===== src/rtl/cl_msg_serializer_pkg.sv =====
// Shared widths and message field layout for the Camera Link capture path.
// The capture block packs messages with these same offsets.
package cl_msg_serializer_pkg;

  localparam int MSG_W  = 128;
  localparam int WORD_W = 32;
  localparam int BEATS  = MSG_W / WORD_W;
  localparam int BEAT_W = $clog2(BEATS);

  localparam int LINE_FRAME_HI = 127;
  localparam int LINE_FRAME_LO = 96;
  localparam int CLK_COUNT_HI  = 89;
  localparam int CLK_COUNT_LO  = 80;
  localparam int DATA_HI       = 79;
  localparam int DATA_LO       = 0;

  typedef logic [BEAT_W-1:0] beat_t;
  typedef logic [MSG_W-1:0]  msg_t;
  typedef logic [WORD_W-1:0] word_t;

  // Word 0 is the most significant slice of the message.
  function automatic word_t msg_word(input msg_t msg, input beat_t beat);
    msg_t sh;
    sh = msg >> (WORD_W * (BEATS - 1 - int'(beat)));
    return sh[WORD_W-1:0];
  endfunction

endpackage


===== src/rtl/cl_msg_serializer_if.sv =====
// Message-in and PC write-FIFO signals of the serializer.
// slave is the serializer's view; master is the surrounding logic's view.
interface cl_msg_serializer_if;
  import cl_msg_serializer_pkg::*;

  msg_t  msg_in;
  logic  msg_in_valid;
  logic  pc_full;
  logic  pc_wren;
  word_t pc_data;

  modport master (
    output msg_in,
    output msg_in_valid,
    output pc_full,
    input  pc_wren,
    input  pc_data
  );

  modport slave (
    input  msg_in,
    input  msg_in_valid,
    input  pc_full,
    output pc_wren,
    output pc_data
  );

endinterface


===== src/rtl/cl_msg_serializer_msg_sync_fifo.sv =====
// Single-clock message queue with first-word-fall-through head.
// Push while full is accepted only when a pop happens on the same edge.
module cl_msg_serializer_msg_sync_fifo #(
  parameter int DEPTH = 4,
  parameter int WIDTH = 128
) (
  input  logic                     i_clk,
  input  logic                     i_reset,
  input  logic                     i_push,
  input  logic [WIDTH-1:0]         i_data,
  input  logic                     i_pop,
  output logic [WIDTH-1:0]         o_head,
  output logic [$clog2(DEPTH):0]   o_count,
  output logic                     o_full,
  output logic                     o_empty
);

  localparam int AW = $clog2(DEPTH);

  logic [WIDTH-1:0] r_mem [DEPTH];
  logic [AW-1:0]    r_wr_ptr;
  logic [AW-1:0]    r_rd_ptr;
  logic [AW:0]      r_count;
  logic             w_do_push;
  logic             w_do_pop;

  assign o_full    = (r_count == (AW+1)'(DEPTH));
  assign o_empty   = (r_count == '0);
  assign w_do_pop  = i_pop && !o_empty;
  assign w_do_push = i_push && (!o_full || w_do_pop);
  assign o_head    = r_mem[r_rd_ptr];
  assign o_count   = r_count;

  always_ff @(posedge i_clk) begin
    if (i_reset) begin
      r_wr_ptr <= '0;
      r_rd_ptr <= '0;
      r_count  <= '0;
    end else begin
      if (w_do_push) r_wr_ptr <= r_wr_ptr + 1'b1;
      if (w_do_pop)  r_rd_ptr <= r_rd_ptr + 1'b1;
      case ({w_do_push, w_do_pop})
        2'b10:   r_count <= r_count + 1'b1;
        2'b01:   r_count <= r_count - 1'b1;
        default: r_count <= r_count;
      endcase
    end
  end

  // Storage needs no reset; only entries behind the pointers are ever read.
  always_ff @(posedge i_clk) begin
    if (!i_reset && w_do_push) r_mem[r_wr_ptr] <= i_data;
  end

endmodule


===== src/rtl/cl_msg_serializer.sv =====
// Queues capture messages and writes each as four MSB-first words to the PC FIFO.
// Messages arriving to a full queue are dropped, counted and flagged.
module cl_msg_serializer
  import cl_msg_serializer_pkg::*;
#(
  parameter int DEPTH  = 4,
  parameter int DROP_W = 16
) (
  input  logic                   i_bus_clk,
  input  logic                   i_reset,
  cl_msg_serializer_if.slave     bus,
  input  logic                   i_clear_overflow,
  output logic                   o_msg_overflow,
  output logic [DROP_W-1:0]      o_drop_count,
  output logic [$clog2(DEPTH):0] o_queue_count
);

  msg_t                   w_head;
  logic [$clog2(DEPTH):0] w_count;
  logic                   w_full;
  logic                   w_empty;
  logic                   w_pc_wren;
  logic                   w_last_beat;
  logic                   w_pop;
  logic                   w_push;
  logic                   w_drop;

  beat_t                  r_beat;
  logic                   r_overflow;
  logic [DROP_W-1:0]      r_drop_count;

  assign w_pc_wren   = !w_empty && !bus.pc_full;
  assign w_last_beat = (r_beat == beat_t'(BEATS - 1));
  assign w_pop       = w_pc_wren && w_last_beat;
  assign w_push      = bus.msg_in_valid && (!w_full || w_pop);
  assign w_drop      = bus.msg_in_valid && w_full && !w_pop;

  cl_msg_serializer_msg_sync_fifo #(
    .DEPTH (DEPTH),
    .WIDTH (MSG_W)
  ) u_fifo (
    .i_clk   (i_bus_clk),
    .i_reset (i_reset),
    .i_push  (w_push),
    .i_data  (bus.msg_in),
    .i_pop   (w_pop),
    .o_head  (w_head),
    .o_count (w_count),
    .o_full  (w_full),
    .o_empty (w_empty)
  );

  // Beat only moves on an actual write, so a pc_full stall holds the current word.
  always_ff @(posedge i_bus_clk) begin
    if (i_reset) begin
      r_beat <= '0;
    end else if (w_pc_wren) begin
      r_beat <= w_last_beat ? '0 : r_beat + 1'b1;
    end
  end

  // A drop on the same edge as a clear keeps the flag set.
  always_ff @(posedge i_bus_clk) begin
    if (i_reset) begin
      r_overflow   <= 1'b0;
      r_drop_count <= '0;
    end else begin
      if (w_drop)                r_overflow <= 1'b1;
      else if (i_clear_overflow) r_overflow <= 1'b0;
      if (w_drop && (r_drop_count != '1)) r_drop_count <= r_drop_count + 1'b1;
    end
  end

  assign bus.pc_wren    = w_pc_wren;
  assign bus.pc_data    = msg_word(w_head, r_beat);
  assign o_msg_overflow = r_overflow;
  assign o_drop_count   = r_drop_count;
  assign o_queue_count  = w_count;

endmodule


===== src/flat_wrapper.sv =====
// flat-port wrapper written by rule: the top's interface ports become plain ports
module cl_msg_serializer_flat import cl_msg_serializer_pkg::*;
#(
  parameter int DEPTH  = 4,
  parameter int DROP_W = 16
)
  (i_bus_clk, i_reset, i_clear_overflow, o_msg_overflow, o_drop_count, o_queue_count, bus_msg_in, bus_msg_in_valid, bus_pc_full, bus_pc_wren, bus_pc_data);
  cl_msg_serializer_if bus_i ();
  input  logic i_bus_clk;
  input  logic i_reset;
  input  logic i_clear_overflow;
  output logic o_msg_overflow;
  output logic [DROP_W-1:0] o_drop_count;
  output logic [$clog2(DEPTH):0] o_queue_count;
  input wire logic [$bits(bus_i.msg_in)-1:0] bus_msg_in;
  input wire logic [$bits(bus_i.msg_in_valid)-1:0] bus_msg_in_valid;
  input wire logic [$bits(bus_i.pc_full)-1:0] bus_pc_full;
  output wire logic [$bits(bus_i.pc_wren)-1:0] bus_pc_wren;
  output wire logic [$bits(bus_i.pc_data)-1:0] bus_pc_data;
  assign bus_i.msg_in = bus_msg_in;
  assign bus_i.msg_in_valid = bus_msg_in_valid;
  assign bus_i.pc_full = bus_pc_full;
  assign bus_pc_wren = bus_i.pc_wren;
  assign bus_pc_data = bus_i.pc_data;
  cl_msg_serializer #(.DEPTH(DEPTH), .DROP_W(DROP_W)) u_core (.i_bus_clk(i_bus_clk), .i_reset(i_reset), .bus(bus_i), .i_clear_overflow(i_clear_overflow), .o_msg_overflow(o_msg_overflow), .o_drop_count(o_drop_count), .o_queue_count(o_queue_count));
endmodule

===== config.mk =====
export PLATFORM = sky130hd
export DESIGN_NAME = cl_msg_serializer_flat
export DESIGN_NICKNAME = d
export VERILOG_FILES = /design/src/rtl/cl_msg_serializer_pkg.sv /design/src/rtl/cl_msg_serializer_if.sv /design/src/rtl/cl_msg_serializer_msg_sync_fifo.sv /design/src/rtl/cl_msg_serializer.sv /design/src/flat_wrapper.sv
export SDC_FILE = /design/constraint.sdc
export NUM_CORES = 1
export LEC_CHECK = 0
export BUFFER_PORTS_ARGS = -buffer_cell sky130_fd_sc_hd__buf_4
export CAP_MARGIN = 20
export CORE_ASPECT_RATIO = 2
export CORE_MARGIN = 2
export CORE_UTILIZATION = 60
export DETAILED_ROUTE_END_ITERATION = 8
export MAX_ROUTING_LAYER = met4
export PLACE_DENSITY = 0.8
export SLEW_MARGIN = 20
export SYNTH_ARGS = -nofsm -noshare
export SYNTH_HDL_FRONTEND = slang
export SYNTH_SLANG_ARGS = --single-unit

===== constraint.sdc =====
create_clock -name i_bus_clk -period 8.45 [get_ports i_bus_clk]
set_clock_uncertainty 0.1 [all_clocks]
set_input_delay 0.4225 -clock i_bus_clk [delete_from_list [all_inputs] [get_ports i_bus_clk]]
set_output_delay 0.4225 -clock i_bus_clk [all_outputs]
set_load 0.01 [all_outputs]

==> impl_metrics.env, run 1 <==
export IMPL_cellPowerDensity_mw_per_mm2=213.8
export IMPL_globalplace_congestion=0.7948
export IMPL_timing_final_setup_violations=0
export IMPL_ctsRootBufferMaster="clkbuf_16"
export IMPL_gr_usage_met2_pct=44.35
export IMPL_fp_dieH_um=266.3
export IMPL_finish_utilization_pct=73.97
export IMPL_detail_route_vias_per_cell=6.046
export IMPL_grt_total_usage_pct=25.23
export IMPL_layout_area_overhead_vs_synth_pct=22.28
export IMPL_dr_total_vias=10190
export IMPL_period_share_pct=54.78
export IMPL_final_fill_count=1936
export IMPL_routedWlPerCell_um=25.26
export IMPL_synthFlopType="edfxtp_1"
export IMPL_final_min_clock_period_ns=4.629
export IMPL_worstSkewPairLatency_ns=0.55
export IMPL_cts_htree_levels=2
export IMPL_cellLeakagePower_nw=8.139
export IMPL_vdd_drop_max_mv=0.2058
export IMPL_portBuffers=185
export IMPL_remaining_drc_errors=0
export IMPL_post_dp_hpwl_mm=22.94
export IMPL_drv_max_cap_violation_count=0
export IMPL_crit_path_end_kind="flop"
export IMPL_netlist_instances=882
export IMPL_finalWorstSetupSlack_ns=3.821
export IMPL_effective_utilization_at_floorplan_pct=60.49
export IMPL_drtAntennaViolNets=0
export IMPL_asyncSetResetFlopFracSynth_pct=0
export IMPL_max_freq_ghz=0.2160
export IMPL_critPathLaunchType="flop"
export IMPL_cts_root_to_sink_buffers=3
export IMPL_number_of_global_route_vias_before_repair=10960
export IMPL_finish_cell_count_without_fillers=1686
export IMPL_proportion_of_layout_cells_with_a_drive_suffix_above_1_pct=35.45
export IMPL_ys_warn_count=0
export IMPL_use_met1_pct=30.01
export IMPL_synthesis_area_mm2=0.02064
export IMPL_drt_iter0_drc=690
export IMPL_cts_resized=0
export IMPL_synth_area_leaders="edfxtp_1 (75%), mux4_2 (17%), dfxtp_1 (2.7%)"
export IMPL_final_hold_violation_count=0
export IMPL_type_of_the_tightest_min_delay_check="in2reg"
export IMPL_grt_util_met3_pct=3.158
export IMPL_die_area_mm2=0.03598
export IMPL_cts_sink_count=540
export IMPL_required_ns=8.54
export IMPL_die_width_um=135.1
export IMPL_final_hold_worst_slack_ns=0.04595
export IMPL_row_count=96
export IMPL_report_power_total_mw=5.396
export IMPL_busiest_layer="met2"
export IMPL_post_route_cell_area_mm2=0.02523
export IMPL_detailed_place_area_mm2=0.02251
export IMPL_core_area_mm2=0.03411
export IMPL_yosysUniqueCellTypes=44
export IMPL_transition_time_at_the_pin_with_the_least_slew_margin_ns=1.022
export IMPL_netlist_area_leader_share_pct=74.50
export IMPL_critPathArrivalTime_ns=4.72
export IMPL_avgSynthCellArea_um2=23.40
export IMPL_max_slew_margin_pct=31.86
export IMPL_drt_pass1_iter_count=5
export IMPL_status="finished clean"
export IMPL_setup_total_negative_slack_ns=0
export IMPL_postRouteWirelength_mm=42.59
export IMPL_unrepaired_setup_endpoints_after_global_routing="no"
export IMPL_grt_max_degree=119
export IMPL_cts_buffers=44
export IMPL_synth_top_cell_by_area="edfxtp_1"
export IMPL_antenna_found_initial=1
export IMPL_timing_final_max_slew_violations=0
export IMPL_timing_worst_setup_path_type="reg2reg"
export IMPL_worst_setup_hold_path_clk_slew_ns=0.07
export IMPL_grt_pass1_wl_mm=64.88
export IMPL_num_io_pins=186
export IMPL_nets=1350
export IMPL_synth_edf_count=512
export IMPL_preCtsSetupSlack_ns=3.765
export IMPL_synth_yosys_seq_area_share_pct=77.22
export IMPL_place_inst=1476
export IMPL_synth_seq_cells=540
export IMPL_grt_overflow=0
export IMPL_clock_tree_from_tritoncts="yes"
export IMPL_timing_critical_path_fanout_max=47
export IMPL_synthesis_nets=1023
==> sequential cells by signal (all words and copies together) (netlist names), named ones only <==
name / flops
u_core.u_fifo.r_rd_ptr: 2
u_core.u_fifo.r_wr_ptr: 2
u_core.o_msg_overflow: 1
u_core.o_drop_count: 16
u_core.u_fifo.r_mem: 512
u_core.r_beat: 2
u_core.u_fifo.o_count: 3
==> placed cells by master, fill, tap and decap left out, drive strengths merged, types with 5 or more instances in the layout <==
cell type / n
or4: 11
mux4: 160
nand2: 8
o31ai: 8
clkinv: 15
nand3: 10
dlygate4sd3: 128
a21oi: 18
clkbuf: 55
inv: 10
nor2: 15
edfxtp: 512
bufinv: 5
o21ai: 7
dfxtp: 28
ha: 7
buf: 196
==> synthesized netlist by cell type (8+ instances only) <==
cell type	n
mux4_2	160
or4_1	9
a21oi_1	18
buf_2	15
edfxtp_1	512
nand2_1	8
dfxtp_1	28
nor2_1	15
o31ai_1	8
clkbuf_1	25
inv_1	8
nand3_1	10
==> where the power goes <==
part           leakage [nW]  internal, mW  total [mW]  switching (mW)
logic                  2.56         0.163       0.313           0.150
clock network         0.697          1.15        2.06           0.910
registers              4.88          3.00        3.03          0.0243
==> cell type report <==
class	instances	area [µm²]	share of cell area (%)
Antenna cell	1	2.502	0.009917
Clock buffer	55	1174	4.651
Clock inverter	26	269.0	1.066
Inverter	8	30.03	0.1190
Multi-Input combinational cell	291	4491	17.80
Sequential cell	540	15950	63.20
Tap cell	441	551.8	2.187
Timing Repair Buffer	324	2769	10.97
==> worst paths after layout <==
path / startpoint / to / slack [ns] / depth (start not counted)
max: u_core.r_beat[1] / u_core.u_fifo.r_mem[2][38] / 3.82 / 8
min reg2reg: u_core.o_msg_overflow / u_core.o_msg_overflow / 0.39 / 2
max reg2reg: u_core.r_beat[1] / u_core.u_fifo.r_mem[2][38] / 3.82 / 8
min: i_clear_overflow / u_core.o_msg_overflow / 0.05 / 3
==> cell families (layout without fill, tap and decap cells) <==
family	after synthesis	after routing	synth area share, %
compound gates	37	37	1.049
xor+xnor	5	5	0.2123
fa+ha+maj	8	8	0.5214
buf+inv	51	413	1.067
flops	540	540	77.22
mux	163	163	17.63
other cells	0	1	0
simple gates	78	78	2.304
==> routing by layer <==
layer | up-vias | share of wire (%) | routed length, µm
li1 | 4426 | - | -
met1 | 5336 | 35 | 14970
met2 | 345 | 57 | 24230
met3 | 86 | 4.5 | 1920
met4 | 0 | 3.5 | 1470
met5 | - | 0 | 0
==> critical path, stage by stage, from the launching register on <==
cell and delay, ns:
dfxtp_4 0.93, ha_1 0.33, nor2b_1 0.30, o31a_1 0.24
inv_1 0.10, nor2_1 0.27, and2_4 0.66, buf_4 0.62
buf_4 0.61
==> repair_timing <==
| action | in CTS | in global routing |
|---|---|---|
| hold endpoints to repair | 512 | 0 |
| buffers inserted | 0 | 0 |
| hold buffers | 128 | 0 |
Note: power is estimated with default switching activity, not from simulation.
==> inputs of run 2 (changes only) <==
Settings changed: CORE_UTILIZATION 60 to 59, PLACE_DENSITY 0.8 to 0.79.
Clock period 8.45 ns to 4.8 ns, I/O delays scaled along.
==> run 2 against run 1 <==
Against the previous run:
- sequential share of layout area shrank 0.056 points
- register-to-register slack lost 2.1 ns
- core utilization is 0.45 points lower
- first-iteration DRC count shrank 8.3%
- clock power grew 61%
- final cell count rose by 0.30%
- combinational power rose by 78%
- routed wire length down 5.8%
- non-clock buffer count increased by 7
==> impl_metrics.env, run 2 (synthesis results as in run 1) <==
export IMPL_antenna_found_initial=3
export IMPL_timing_critical_path_fanout_max=54
export IMPL_transition_time_at_the_pin_with_the_least_slew_margin_ns=0.8754
export IMPL_p_int_mw=7.342
export IMPL_unrepaired_setup_endpoints_after_global_routing="no"
export IMPL_dr_total_vias=10020
export IMPL_grt_util_met3_pct=2.707
export IMPL_power_frac_seq_pct=57.9
export IMPL_cts_sink_count=540
export IMPL_ff2ff_setup_slack_ns=1.77
export IMPL_power_switching_mw=1.839
export IMPL_critPathArrivalTime_ns=3.06
export IMPL_critPathLaunchType="flop"
export IMPL_min_delay_path_depth=4
export IMPL_vdd_drop_max_mv=0.3943
export IMPL_hold_path_startpoint="bus_msg_in_valid"
export IMPL_power_share_clock_pct=36.0
export IMPL_cts_resized=0
export IMPL_postRouteWirelength_mm=40.12
export IMPL_cts_htree_levels=2
export IMPL_die_area_mm2=0.03658
export IMPL_layout_area_overhead_vs_synth_pct=22.39
export IMPL_place_inst=1478
export IMPL_num_io_pins=186
export IMPL_clock_tree_from_tritoncts="yes"
export IMPL_cts_hold_buffers=133
export IMPL_worstSkewPairLatency_ns=0.54
export IMPL_cellPowerDensity_mw_per_mm2=363.5
export IMPL_fp_dieH_um=268.5
export IMPL_effective_utilization_at_floorplan_pct=60.07
export IMPL_remaining_drc_errors=0
export IMPL_finish_utilization_pct=73.52
export IMPL_proportion_of_layout_cells_with_a_drive_suffix_above_1_pct=35.23
export IMPL_grt_max_degree=120
export IMPL_portBuffers=185
export IMPL_gr_usage_met2_pct=41.07
export IMPL_final_common_cell="edfxtp_1"
export IMPL_max_freq_ghz=0.2945
export IMPL_die_width_um=136.2
export IMPL_post_dp_hpwl_mm=22.88
export IMPL_grt_total_usage_pct=23.38
export IMPL_busiest_layer="met2"
export IMPL_globalplace_congestion=0.7718
export IMPL_status="finished clean"
export IMPL_final_min_clock_period_ns=3.395
export IMPL_ctsRootBufferMaster="clkbuf_16"
export IMPL_drtAntennaViolNets=0
export IMPL_grt_pass1_wl_mm=61.47
export IMPL_cellLeakagePower_nw=8.135
export IMPL_worst_setup_hold_path_clk_slew_ns=0.07
export IMPL_number_of_global_route_vias_before_repair=10840
export IMPL_r2r_cells=7
export IMPL_max_slew_margin_pct=41.64
export IMPL_postCtsSetupRepairBufs=0
export IMPL_crit_path_end_kind="output pin"
export IMPL_largest_register_ff_count=512
export IMPL_power_share_combinational_pct=6.1
export IMPL_nets=1358
export IMPL_endpoint_of_the_worst_hold_timing_path="u_core.u_fifo.r_wr_ptr[1]"
export IMPL_cts_buffers=45
export IMPL_final_cell_mix="edfxtp_1 (512), buf_4 (190), mux4_2 (160)"
export IMPL_required_ns=4.46
export IMPL_timing_worst_setup_path_type="reg2out"
export IMPL_timing_rr_end="u_core.u_fifo.r_mem[2][99]"
export IMPL_drt_pass1_iter_count=5
export IMPL_period_share_pct=70.74
export IMPL_finish_cell_count_without_fillers=1691
export IMPL_drt_iter0_drc=633
export IMPL_drv_max_cap_violation_count=0
export IMPL_routedWlPerCell_um=23.73
export IMPL_use_met1_pct=28.08
export IMPL_timing_final_max_slew_violations=0
export IMPL_row_count=96
export IMPL_timing_final_setup_violations=0
export IMPL_type_of_the_tightest_min_delay_check="in2reg"
export IMPL_setup_total_negative_slack_ns=0
export IMPL_switch_share_pct=20.03
export IMPL_detail_route_vias_per_cell=5.925
export IMPL_grt_overflow=0
export IMPL_core_area_mm2=0.03435
export IMPL_final_hold_violation_count=0
export IMPL_top_register="u_core.u_fifo.r_mem"
export IMPL_cts_root_to_sink_buffers=3
export IMPL_rr_startpoint="u_core.r_beat[0]"
==> run 2: worst max path at each step <==
stage | startpoint | end | cells past startpoint
2_1_floorplan | u_core.r_beat[0] | u_core.u_fifo.r_mem[0][0] | 6
3_3_place_gp | flop | bus_pc_data[0] | 4
3_5_place_dp | u_core.r_beat[1] | u_core.u_fifo.r_mem[2][35] | 7
4_1_cts | flop | bus_pc_data[0] | 4
5_1_grt | flop | bus_pc_data[0] | 4
6_report | flop | bus_pc_data[0] | 4
==> run 2: cell type report <==
cell class | count | area (µm²)
sequential | 540 | 15950
multi-input combinational | 291 | 4491
antenna | 4 | 10.01
inverter | 8 | 30.03
timing repair buffer | 331 | 2918
fill | 1977 | 9096
clock inverter | 19 | 117.6
tap | 441 | 551.8
clock buffer | 57 | 1191
==> run 2: worst max-delay path, stage by stage, from the launching register on <==
cell,delay [ns]
dfxtp_4,0.72
buf_12,0.43
mux4_2,0.59
mux4_2,0.51
buf_4,0.17
==> run 2: stage by stage <==
| step | cell area (µm²) | power [mW] | setup slack, ns | hold WS, ns |
|---|---|---|---|---|
| after detailed placement | 22610 | 5.882 | 1.830 | 0.3427 |
| after floorplan | 20640 | 5.630 | 0.09556 | 0.2389 |
| after CTS | 25250 | 9.248 | 1.332 | 0.01035 |
| after global routing | 25250 | 9.462 | 1.231 | 0.04027 |
| final | 25260 | 9.180 | 1.405 | 0.03269 |
| after global placement | 22610 | 5.861 | 1.919 | 0.3389 |
==> run 2: routing by layer <==
metal	vias to the layer above	part of all wire, %
li1	4437	-
met1	5242	37
met2	271	56
met3	70	3.7
met4	0	3.0
met5	-	0
==> run 2: power by group through the flow <==
| stage | logic (mW) | registers, mW | clock network, mW |
|---|---|---|---|
| after detailed placement | 0.463 | 5.42 | 0 |
| after CTS | 0.559 | 5.32 | 3.37 |
| after floorplan | 0.204 | 5.43 | 0 |
| after global placement | 0.452 | 5.41 | 0 |
| final | 0.556 | 5.32 | 3.31 |
| after global routing | 0.592 | 5.32 | 3.55 |
